### src/rtl/bg_band_filler.sv
// Background band filler: per-pixel sky/band/ground palette index generator with
// a 3-stage pipeline that fetches packed band pixels from a synchronous VRAM.
module bg_band_filler #(
   parameter int unsigned PAL_W        = 5,
   parameter int unsigned PIX_W        = 3,
   parameter int unsigned PIX_PER_WORD = 3,
   parameter int unsigned WPL_LOG2     = 8,
   parameter int unsigned ROW_W        = 7,
   parameter logic [9:0]  SKY_END      = 10'd300,
   parameter logic [9:0]  GROUND_START = 10'd428,
   parameter logic [3:0]  SKY_INDEX    = 4'h5,
   parameter logic [3:0]  GROUND_INDEX = 4'h7
) (
   input  logic                            clk,
   input  logic                            rst,
   input  logic                            pix_valid,
   input  logic [9:0]                      x,
   input  logic [9:0]                      y,
   input  logic [WPL_LOG2-1:0]             scroll_words,
   input  logic [PAL_W-1:0]                palette_sel,
   input  logic                            band_en,
   output logic [ROW_W+WPL_LOG2-1:0]       ram_addr,
   input  logic [PIX_W*PIX_PER_WORD-1:0]   ram_rdata,
   output logic [PAL_W+3:0]                index_out,
   output logic                            index_valid
);

   localparam int unsigned SLOT_W = (PIX_PER_WORD > 1) ? $clog2(PIX_PER_WORD) : 1;

   typedef enum logic [1:0] {REG_SKY, REG_BAND, REG_GROUND} region_t;

   logic [WPL_LOG2-1:0]       r_scroll;
   logic [PAL_W-1:0]          r_pal;
   logic                      r_band_en;
   logic [SLOT_W-1:0]         r_slot;
   logic [WPL_LOG2-1:0]       r_word;

   logic                      r_s1_vld, r_s2_vld;
   region_t                   r_s1_reg, r_s2_reg;
   logic [SLOT_W-1:0]         r_s1_slot, r_s2_slot;
   logic [PAL_W-1:0]          r_s1_pal, r_s2_pal;

   logic [ROW_W+WPL_LOG2-1:0] r_ram_addr;
   logic [PAL_W+3:0]          r_index_out;
   logic                      r_index_valid;

   logic                      w_fs;
   logic [WPL_LOG2-1:0]       w_scroll;
   logic [PAL_W-1:0]          w_pal;
   logic                      w_band_en;
   logic [SLOT_W-1:0]         w_slot;
   logic [WPL_LOG2-1:0]       w_word;
   logic                      w_slot_wrap;
   logic [ROW_W-1:0]          w_row;
   region_t                   w_region;
   logic [PIX_W-1:0]          w_field;
   logic [PAL_W+3:0]          w_index;

   // Frame-start pixel sees the new frame settings in the same cycle they are latched.
   assign w_fs        = pix_valid && (x == '0) && (y == '0);
   assign w_scroll    = w_fs ? scroll_words : r_scroll;
   assign w_pal       = w_fs ? palette_sel  : r_pal;
   assign w_band_en   = w_fs ? band_en      : r_band_en;
   assign w_slot      = (x == '0) ? '0 : r_slot;
   assign w_word      = (x == '0) ? w_scroll : r_word;
   assign w_slot_wrap = (w_slot == SLOT_W'(PIX_PER_WORD - 1));
   assign w_row       = ROW_W'(y - SKY_END);

   // A disabled band is folded into the sky region so no fetch is issued.
   always_comb begin
      w_region = REG_SKY;
      if (y >= GROUND_START)
         w_region = REG_GROUND;
      else if (y >= SKY_END && w_band_en)
         w_region = REG_BAND;
   end

   always_ff @(posedge clk or posedge rst) begin
      if (rst) begin
         r_scroll  <= '0;
         r_pal     <= '0;
         r_band_en <= 1'b1;
         r_slot    <= '0;
         r_word    <= '0;
      end else if (pix_valid) begin
         if (w_fs) begin
            r_scroll  <= scroll_words;
            r_pal     <= palette_sel;
            r_band_en <= band_en;
         end
         r_slot <= w_slot_wrap ? '0 : w_slot + SLOT_W'(1);
         r_word <= w_slot_wrap ? w_word + WPL_LOG2'(1) : w_word;
      end
   end

   always_ff @(posedge clk or posedge rst) begin
      if (rst) begin
         r_ram_addr    <= '0;
         r_s1_vld      <= 1'b0;
         r_s1_reg      <= REG_SKY;
         r_s1_slot     <= '0;
         r_s1_pal      <= '0;
         r_s2_vld      <= 1'b0;
         r_s2_reg      <= REG_SKY;
         r_s2_slot     <= '0;
         r_s2_pal      <= '0;
         r_index_out   <= '0;
         r_index_valid <= 1'b0;
      end else begin
         r_s1_vld <= pix_valid;
         if (pix_valid) begin
            r_s1_reg  <= w_region;
            r_s1_slot <= w_slot;
            r_s1_pal  <= w_pal;
            if (w_region == REG_BAND)
               r_ram_addr <= {w_row, w_word};
         end
         r_s2_vld  <= r_s1_vld;
         r_s2_reg  <= r_s1_reg;
         r_s2_slot <= r_s1_slot;
         r_s2_pal  <= r_s1_pal;
         r_index_valid <= r_s2_vld;
         if (r_s2_vld)
            r_index_out <= w_index;
      end
   end

   // Slot 0 is the most significant field of the VRAM word.
   always_comb begin
      w_field = '0;
      for (int unsigned i = 0; i < PIX_PER_WORD; i++) begin
         if (r_s2_slot == SLOT_W'(i))
            w_field = ram_rdata[(PIX_PER_WORD-1-i)*PIX_W +: PIX_W];
      end
   end

   always_comb begin
      w_index = {r_s2_pal, SKY_INDEX};
      case (r_s2_reg)
         REG_BAND:   w_index = {r_s2_pal, 4'(w_field)};
         REG_GROUND: w_index = {r_s2_pal, GROUND_INDEX};
         default:    w_index = {r_s2_pal, SKY_INDEX};
      endcase
   end

   assign ram_addr    = r_ram_addr;
   assign index_out   = r_index_out;
   assign index_valid = r_index_valid;

endmodule

### config.mk
export PLATFORM = sky130hd
export DESIGN_NAME = bg_band_filler
export DESIGN_NICKNAME = d
export VERILOG_FILES = /design/src/rtl/bg_band_filler.sv
export SDC_FILE = /design/constraint.sdc
export NUM_CORES = 1
export LEC_CHECK = 0
export ABC_AREA = 0
export ABC_CLOCK_PERIOD_IN_PS = 5810
export CORE_MARGIN = 8
export CORE_UTILIZATION = 30
export DETAILED_ROUTE_END_ITERATION = 10
export PLACE_DENSITY = 0.52
export SYNTH_ARGS = -nofsm -noshare
export SYNTH_HDL_FRONTEND = slang
export SYNTH_SLANG_ARGS = --single-unit
### constraint.sdc
create_clock -name clk -period 5.81 [get_ports clk]
set_clock_uncertainty 0.2 [all_clocks]
set_input_delay 1.162 -clock clk [delete_from_list [all_inputs] [get_ports clk]]
set_output_delay 1.162 -clock clk [all_outputs]
set_load 0.02 [all_outputs]
* Word level (Yosys, flattened, before mapping)
Cells that the tools add are included. W data, S select, Z words.
Cells by class: add/sub/neg operators 3, magnitude comparators 2, eq/ne operators 6, reduce and logical (&&, ||, !) cells 8, multiplexer cells 13
Operators with widths (number):
- $mux W8 | 3
- $ge A10 B9 Y1 const B | 2
- $logic_not A10 Y1 | 2
- $mux W3 | 3
- $add A8 B1 Y8 const B | 1
- $sub A7 B6 Y7 const B | 1
- $eq A2 B1 Y1 const B | 3
- $eq A2 B2 Y1 const B | 3
- $mux W2 | 3
- $pmux W3 S2 | 1
- $mux W5 | 1
- $reduce_and A2 Y1 | 2
- $logic_and A1 B1 Y1 | 3
- $add A2 B1 Y2 const B | 1
- $logic_not A2 Y1 | 1
- $mux W1 | 2
Word-level totals: output and inout port bits 25, logic and storage cells 47, bits in registers 64, bits of input ports 46

* Logic depth before layout (Yosys ltp)
Gate-level depths: netlist of the first run.
depth after elaboration 9, gate-level depth with buffers 12, mapped depth without buffers 12

* Worst setup path before layout of the first run
OpenSTA, ideal clock, no wires.
path type input to register, start input port x[3], end register r_word[6], setup slack 2299 ps, arrival 3173 ps, setup time 138 ps, path buffers 1, cell stages on the path 11, cells stage by stage nor4_1 -> and4_1 -> clkbuf_2 -> nor2_1 -> a21oi_1 -> ha_1 -> nand2_1 -> or4_1 -> o21ai_0 -> a21boi_0 -> o22ai_1
Between the ends: longest elaborated chain between the ends 7, elaborated cells on any way between the ends 9, classes of those cells add/sub: 1; eq/ne: 1; mux: 4; reduce/logical: 3
Ends and longest elaborated chain:
- from (decl) | line 17 | input logic [9:0] x,
- $logic_not A10 Y1 * | line 60, 65
- $logic_and A1 B1 Y1 (2 in series) | line 60 | assign w_fs = pix_valid && (x == '0) && (y == '0);
- $mux W8
- $mux W8 * | line 65 | assign w_word = (x == '0) ? w_scroll : r_word;
- via w_word[1] | line 52 | logic [WPL_LOG2-1:0] w_word;
- $add A8 B1 Y8 * | line 92 | r_word <= w_slot_wrap ? w_word + WPL_LOG2'(1) : w_word;
- $mux W8 * | line 92
- to (signal assigned) | line 92
- to (decl) | line 36 | logic [WPL_LOG2-1:0] r_word;
Mark *: on every way through the listed nets, which the timed path passes. The rest lies on a longest branch. A chain may end at the register's enable or synchronous reset.

* Worst setup path in the final report of the first run
Same ends and word-level chain as after synthesis.

==> out/qor.txt, run 1 <==
I/O pin total = 71
RR Endpoint = r_word[4]$_DFFE_PP0P_
Synth Area in Compound Gates = 8.96%
Lkg Pwr = 1.79 nW
Met2 WL = 3.11 mm
Critical path origin = x[3]
R2R Path Start = r_slot[0]$_DFFE_PP0P_
Max FFs per register = 15
Fin. max-slew vios = 0
CP max-delay cell = and4_1
Fmax = 240 MHz
Commonest register cell after synthesis = dfrtp_1
Row cnt = 36
Post-Synth Simple-Gate Area = 11.8%
Largest family of logic cells by synthesized area = multiplexers
Gpl congestion = 0.796
Critical path, cell by cell = clkdlybuf4s50_1 -> nor4_1 -> and4_1 -> nor2_1 -> a21oi_1 -> ha_1 -> nand2_1 -> or4_1 -> o21ai_0 -> a21boi_0 -> o22ai_1
Clock transition at the registers of the reported paths = 0.08 ns
Yosys cell types = 53
RSZ-0062 raised after global routing = false
CTS resizes = 0
Vias = 2080
Max Cap Violations = 0
Setup Buffers After CTS = 0
Via density = 4.60
Finished Layout Cells = 452
Met3 wire len = 440 um
CTS tree = done
Arr. time, crit path = 4.17 ns
CP Launch Type = primary input
Worst skew pair latency = 0.34 ns
Clock sink total = 63
Vias in the first global route = 2162
Starting Density = 30.7%
CP Capture Point = r_word[6]$_DFFE_PP0P_
WL/cell = 14.6 um
Hold buffers post-CTS = 0
CTS buffer count = 9
DRC viols = 0
Synthesized flop and latch total = 63
WL final = 6.61 mm
R2R cell count = 5
Final Hold Vio Count = 0
First-iteration detailed-routing DRC count = 97
Register area share after synthesis = 52.8%
Total GRT Usage = 10.4%
Asr flop ratio synth = 100%
Final setup viols = 0
Peak supply drop = 0.000124 V
Post-synthesis adder-cell area fraction = 2.09%
Root Buffer = clkbuf_8
Cell Pwr Density = 267 mW/mm^2
R2R setup slack = 3.60 ns
Setup TNS = 0 ns
Tcrit/Tclk final = 71.7%
PortBufs = 69
Clock buffer depth = 2
Yosys warning count = 0
Syn_area_per_cell = 12.3 um^2
Top sig layer = met4
Wl on met1 = 2.91 mm
Final-stage net count = 365
Die area = 0.0134 mm^2
Largest net degree at the start of global routing = 64
P&R area growth vs syn = 34.9%
Total Power = 1.08 mW
Core area = 0.00973 mm^2
Post-synthesis cell count = 242
Synth Cell Area = 0.00299 mm^2
WS Path Type = in2reg
WHS = 0.160 ns
Post-route minimum period = 4.17 ns
Required @ worst endpoint = 5.81 ns
FILL cells = 950
Largest stage delay, worst path = 0.68 ns
Gr ovfl total = 0
Status = finished, final reports clean
Share of cells above drive strength 1 = 22.3%
CP Capture Type = register
Die width = 116 um
Initial antenna violation count = 0
XOR/XNOR share of the synthesized area = 1.17%
Post-detailed-route count of antenna-violating nets = 0
Final worst setup slack = 1.64 ns
Number of enable flip-flop cells after synthesis = 0
1st-pass router iterations = 4
First-pass GRT wire length = 10.7 mm
Worst-path fanout max = 15
Syn nets = 293
Headroom to the max-slew limit = 32.7%
DP Cell Count = 436
DIE HEIGHT = 116 um
CTS H-Tree Depth = 3
Tightest Pin Transition = 1.01 ns
Post-synthesis mux area share = 19.8%
Worst min-delay path category = reg2reg
Post-DP HPWL = 4.70 mm
Pre-CTS setup slack = 1.30 ns
Antenna diodes = 0
-- worst max-delay path: cells and delay by family --
kind                       cells  cell delay (ns)
AOI/OAI and AO/OA              4             0.63
adders and majority gates      1             0.24
buffers and inverters          1             0.39
and+or+nand+nor                5             1.75
-- metrics by stage --
step	utilization (%)	area (um^2)
after floorplan	-	2990
after CTS	41.4	4030
after global routing	41.4	4030
final	41.4	4030
after detailed placement	39.1	3800
after global placement	39.1	3800
-- layout by cell type (no fill, tap or decap), types with 2 or more instances in the layout --
master,synthesis,layout
clkbuf_8,0,9
inv_1,11,10
buf_4,4,2
dfrtp_1,62,62
nand4_1,4,4
mux2i_1,9,9
nor2b_1,3,3
a211oi_1,7,7
mux2_4,8,8
nand2_1,11,11
nand2b_1,3,3
bufinv_16,0,2
ha_1,5,5
a21oi_1,9,9
mux2_2,34,34
inv_6,0,3
o22ai_1,2,2
xnor2_1,3,3
and4_2,2,2
o21ai_0,10,10
nor4_1,2,2
nand3_1,4,4
nor2_1,14,14
clkdlybuf4s50_1,0,69
-- cell type report --
cell class	count	area, um^2	area share, %
tap	133	166	4.13
clock buffer	9	124	3.07
multi-input combinational	158	1310	32.6
inverter	11	41.3	1.02
clock inverter	7	103	2.54
sequential	63	1580	39.1
timing repair buffer	71	706	17.5
-- worst min-delay path by stage --
stage	startpoint	end	slack (ns)	cells after the start
after floorplan	r_s1_vld$_DFF_PP0_	r_s2_vld$_DFF_PP0_	0.13	0
after global routing	r_s1_vld$_DFF_PP0_	r_s2_vld$_DFF_PP0_	0.19	0
final	r_s1_vld$_DFF_PP0_	r_s2_vld$_DFF_PP0_	0.16	0
after global placement	r_s1_vld$_DFF_PP0_	r_s2_vld$_DFF_PP0_	0.13	0
after detailed placement	r_s1_vld$_DFF_PP0_	r_s2_vld$_DFF_PP0_	0.14	0
after CTS	r_s1_vld$_DFF_PP0_	r_s2_vld$_DFF_PP0_	0.17	0
-- synth_stat cells, drive strengths merged (4+ instances only) --
cell / instances / area share, %
nand2: 11 / 1.4
dfrtp: 62 / 52
a211oi: 7 / 1.8
buf: 6 / 1.3
nand4: 5 / 1.3
o21ai: 10 / 1.7
clkbuf: 4 / 0.54
a21oi: 9 / 1.5
mux2: 42 / 17
mux2i: 9 / 3.0
ha: 5 / 2.1
nor2: 16 / 2.3
nand3: 5 / 1.3
inv: 11 / 1.4
-- where the power goes --
group	switching [mW]	internal, mW	leakage [nW]
clock network	0.187	0.247	0.111
logic	0.0722	0.0795	0.864
registers	0.0279	0.464	0.820
-- logic make-up (layout without fill, tap and decap cells) --
logic type / Yosys count / count (layout)
AOI/OAI and AO/OA: 41 / 41
xor gates and xnor gates: 4 / 4
adders and majority gates: 5 / 5
buffers and inverters: 21 / 98
DFF: 63 / 63
muxes: 51 / 51
other: 1 / 1
and+or+nand+nor: 56 / 56
-- routing by layer --
metal  vias up  track usage, %
met4         0            5.70
met3        11            3.02
met2        56            16.1
met5         -               0
li1       1020               -
met1       993            12.6
(Power assumes the default switching activity.)
==> inputs of run 2 (changes only) <==
--- a/config.mk
+++ b/config.mk
@@ -6,7 +6,7 @@
 export NUM_CORES = 1
 export LEC_CHECK = 0
 export ABC_AREA = 0
-export ABC_CLOCK_PERIOD_IN_PS = 5810
+export ABC_CLOCK_PERIOD_IN_PS = 4100
 export CORE_MARGIN = 8
 export CORE_UTILIZATION = 30
 export DETAILED_ROUTE_END_ITERATION = 10
==> constraint.sdc (replaced) <==
create_clock -name clk -period 4.1 [get_ports clk]
set_clock_uncertainty 0.2 [all_clocks]
set_input_delay 0.82 -clock clk [delete_from_list [all_inputs] [get_ports clk]]
set_output_delay 0.82 -clock clk [all_outputs]
set_load 0.02 [all_outputs]
==> run 2 against run 1 <==
  * Count of clock-buffer cells in the layout did not move
  * Sequential power is 42% higher
  * Hold slack worse by 0.0055 ns
  * Routed wire length grew 3.7%
  * Flip-flop and latch count is the same
  * Global-route usage increased by 0.45 points
  * Largest cell class unchanged
  * Largest power group unchanged
  * Highest routed layer unchanged
==> out/qor.txt, run 2 (synthesis results as in run 1) <==
CP Launch Type = primary input
Final setup viols = 0
Most common cell after layout, fill and taps aside = clkdlybuf4s50_1
Share of cells above drive strength 1 = 23.9%
RSZ-0062 raised after global routing = false
R2R Path Start = r_scroll[1]$_DFFE_PP0P_
Post-DP HPWL = 5.11 mm
Vias = 2110
First-iteration detailed-routing DRC count = 84
Finished Layout Cells = 459
Tcrit/Tclk final = 86.6%
Via density = 4.60
Most used cell, CP = ha_1
Largest stage delay, worst path = 0.44 ns
Clock buffer depth = 2
CTS tree = done
First-pass GRT wire length = 11.2 mm
Starting Density = 30.7%
Core area = 0.00973 mm^2
DRC viols = 0
Antenna diodes = 0
Placed cell areas = 0.00386 mm^2
CTS resizes = 0
Multi-input gate area = 0.00131 mm^2
PortBufs = 69
Max Cap Violations = 0
Setup TNS = 0 ns
Worst-path fanout max = 6
Worst min-delay path category = reg2reg
Die area = 0.0134 mm^2
Post-detailed-route count of antenna-violating nets = 0
Gpl congestion = 0.835
Largest net degree at the start of global routing = 45
DP Cell Count = 443
P&R area growth vs syn = 35.1%
Hold buffers post-CTS = 0
CP Capture Type = register
Max FFs per register = 15
Setup Buffers After CTS = 0
Worst skew pair latency = 0.34 ns
Vias in the first global route = 2246
Final-stage net count = 372
Initial antenna violation count = 0
Reg area = 0.00158 mm^2
Final Hold Vio Count = 0
Fin area = 0.00404 mm^2
Peak supply drop = 0.000157 V
Gr ovfl total = 0
WL final = 6.85 mm
Critical path origin = y[2]
Clock sink total = 63
CTS buffer count = 9
Required @ worst endpoint = 4.12 ns
Fin. max-slew vios = 0
Clock transition at the registers of the reported paths = 0.08 ns
Lkg Pwr = 1.81 nW
Critical path, cell by cell = clkdlybuf4s50_1 -> inv_1 -> ha_1 -> nor4b_4 -> nand3_4 -> mux2i_1 -> a21oi_1 -> ha_1 -> nand2_1 -> or4_1 -> o21ai_0 -> a21boi_0 -> o22ai_1
1st-pass router iterations = 4
I/O pin total = 71
Headroom to the max-slew limit = 38.4%
WL/cell = 14.9 um
Arr. time, crit path = 3.57 ns
Hold path start = r_s1_vld$_DFF_PP0_
DIE HEIGHT = 116 um
FILL cells = 966
Status = finished, final reports clean
CP max-delay cell = clkdlybuf4s50_1
Root Buffer = clkbuf_8
Most frequent cells in the layout = 69 x clkdlybuf4s50_1, 62 x dfrtp_1, 34 x mux2_2
WS Path Type = in2reg
Cell Pwr Density = 349 mW/mm^2
Post-route minimum period = 3.55 ns
Die width = 116 um
Tightest Pin Transition = 0.923 ns
Total GRT Usage = 10.8%
CTS H-Tree Depth = 3
Fmax = 282 MHz
Row cnt = 36
==> run 2: cell count changes in the layout (fill, tap and decap cells not counted) <==
cell,change
buf_4,+7
clkinvlp_4,+1
clkinv_2,+1
bufinv_16,-2
==> run 2: path summary, 6_finish.rpt <==
check	to	slack, ns	cells past startpoint
max in group asynchronous	ram_addr[6]$_DFFE_PP0P_	2.19	3
worst min-delay path	r_s2_vld$_DFF_PP0_	0.16	0
worst min register to register	r_s2_vld$_DFF_PP0_	0.16	0
worst max register to register	r_word[6]$_DFFE_PP0P_	1.90	8
min in group asynchronous	index_out[0]$_DFFE_PP0P_	0.80	2
worst max-delay path	r_word[6]$_DFFE_PP0P_	0.55	13
==> run 2: stage by stage <==
step / hold WS (ns) / power, mW / setup slack (ns) / util, %
floorplan: 0.131 / 0.828 / 0.931 / -
global placement: 0.132 / 0.925 / 0.337 / 39.6
detailed placement: 0.143 / 0.927 / 0.168 / 39.6
CTS: 0.160 / 1.43 / 0.555 / 41.5
global route: 0.167 / 1.49 / 0.275 / 41.5
finish: 0.155 / 1.41 / 0.550 / 41.5
==> run 2: area by class of cell <==
| type | count | area share [%] |
|---|---|---|
| Sequential cell | 63 | 39.1 |
| Multi-Input combinational cell | 158 | 32.5 |
| Timing Repair Buffer | 78 | 18.8 |
| Tap cell | 133 | 4.12 |
| Clock buffer | 9 | 3.07 |
| Clock inverter | 7 | 1.36 |
| Inverter | 11 | 1.02 |
==> run 2: critical path: cells and delay by family <==
family          cells  cell delay (ns)
mux                 1             0.17
simple gates        4             0.97
buf+inv             2             0.54
fa+ha+maj           2             0.37
compound gates      4             0.71
==> run 2: where the power goes <==
group | internal, mW | total [mW] | switching, mW | leakage (nW)
registers | 0.657 | 0.698 | 0.0404 | 0.820
logic | 0.113 | 0.216 | 0.103 | 0.899
clock network | 0.225 | 0.497 | 0.271 | 0.0866
total | 0.996 | 1.41 | 0.415 | 1.81
==> run 2: layer usage <==
layer  part of all wire [%]  vias to the layer above  global-route usage [%]
met1                     46                     1026                    13.2
met5                      0                        -                       0
li1                       -                     1028                       -
met3                    6.2                        9                    3.75
met4                    1.5                        0                    4.75
met2                     47                       47                    16.8
==> inputs of run 3 (changes only) <==
--- a/config.mk
+++ b/config.mk
@@ -11,6 +11,7 @@
 export CORE_UTILIZATION = 30
 export DETAILED_ROUTE_END_ITERATION = 10
 export PLACE_DENSITY = 0.52
+export SLEW_MARGIN = 0
 export SYNTH_ARGS = -nofsm -noshare
 export SYNTH_HDL_FRONTEND = slang
 export SYNTH_SLANG_ARGS = --single-unit
==> results of run 3 <==
No change in the layout: final DEF, timing and power equal those of run 2.
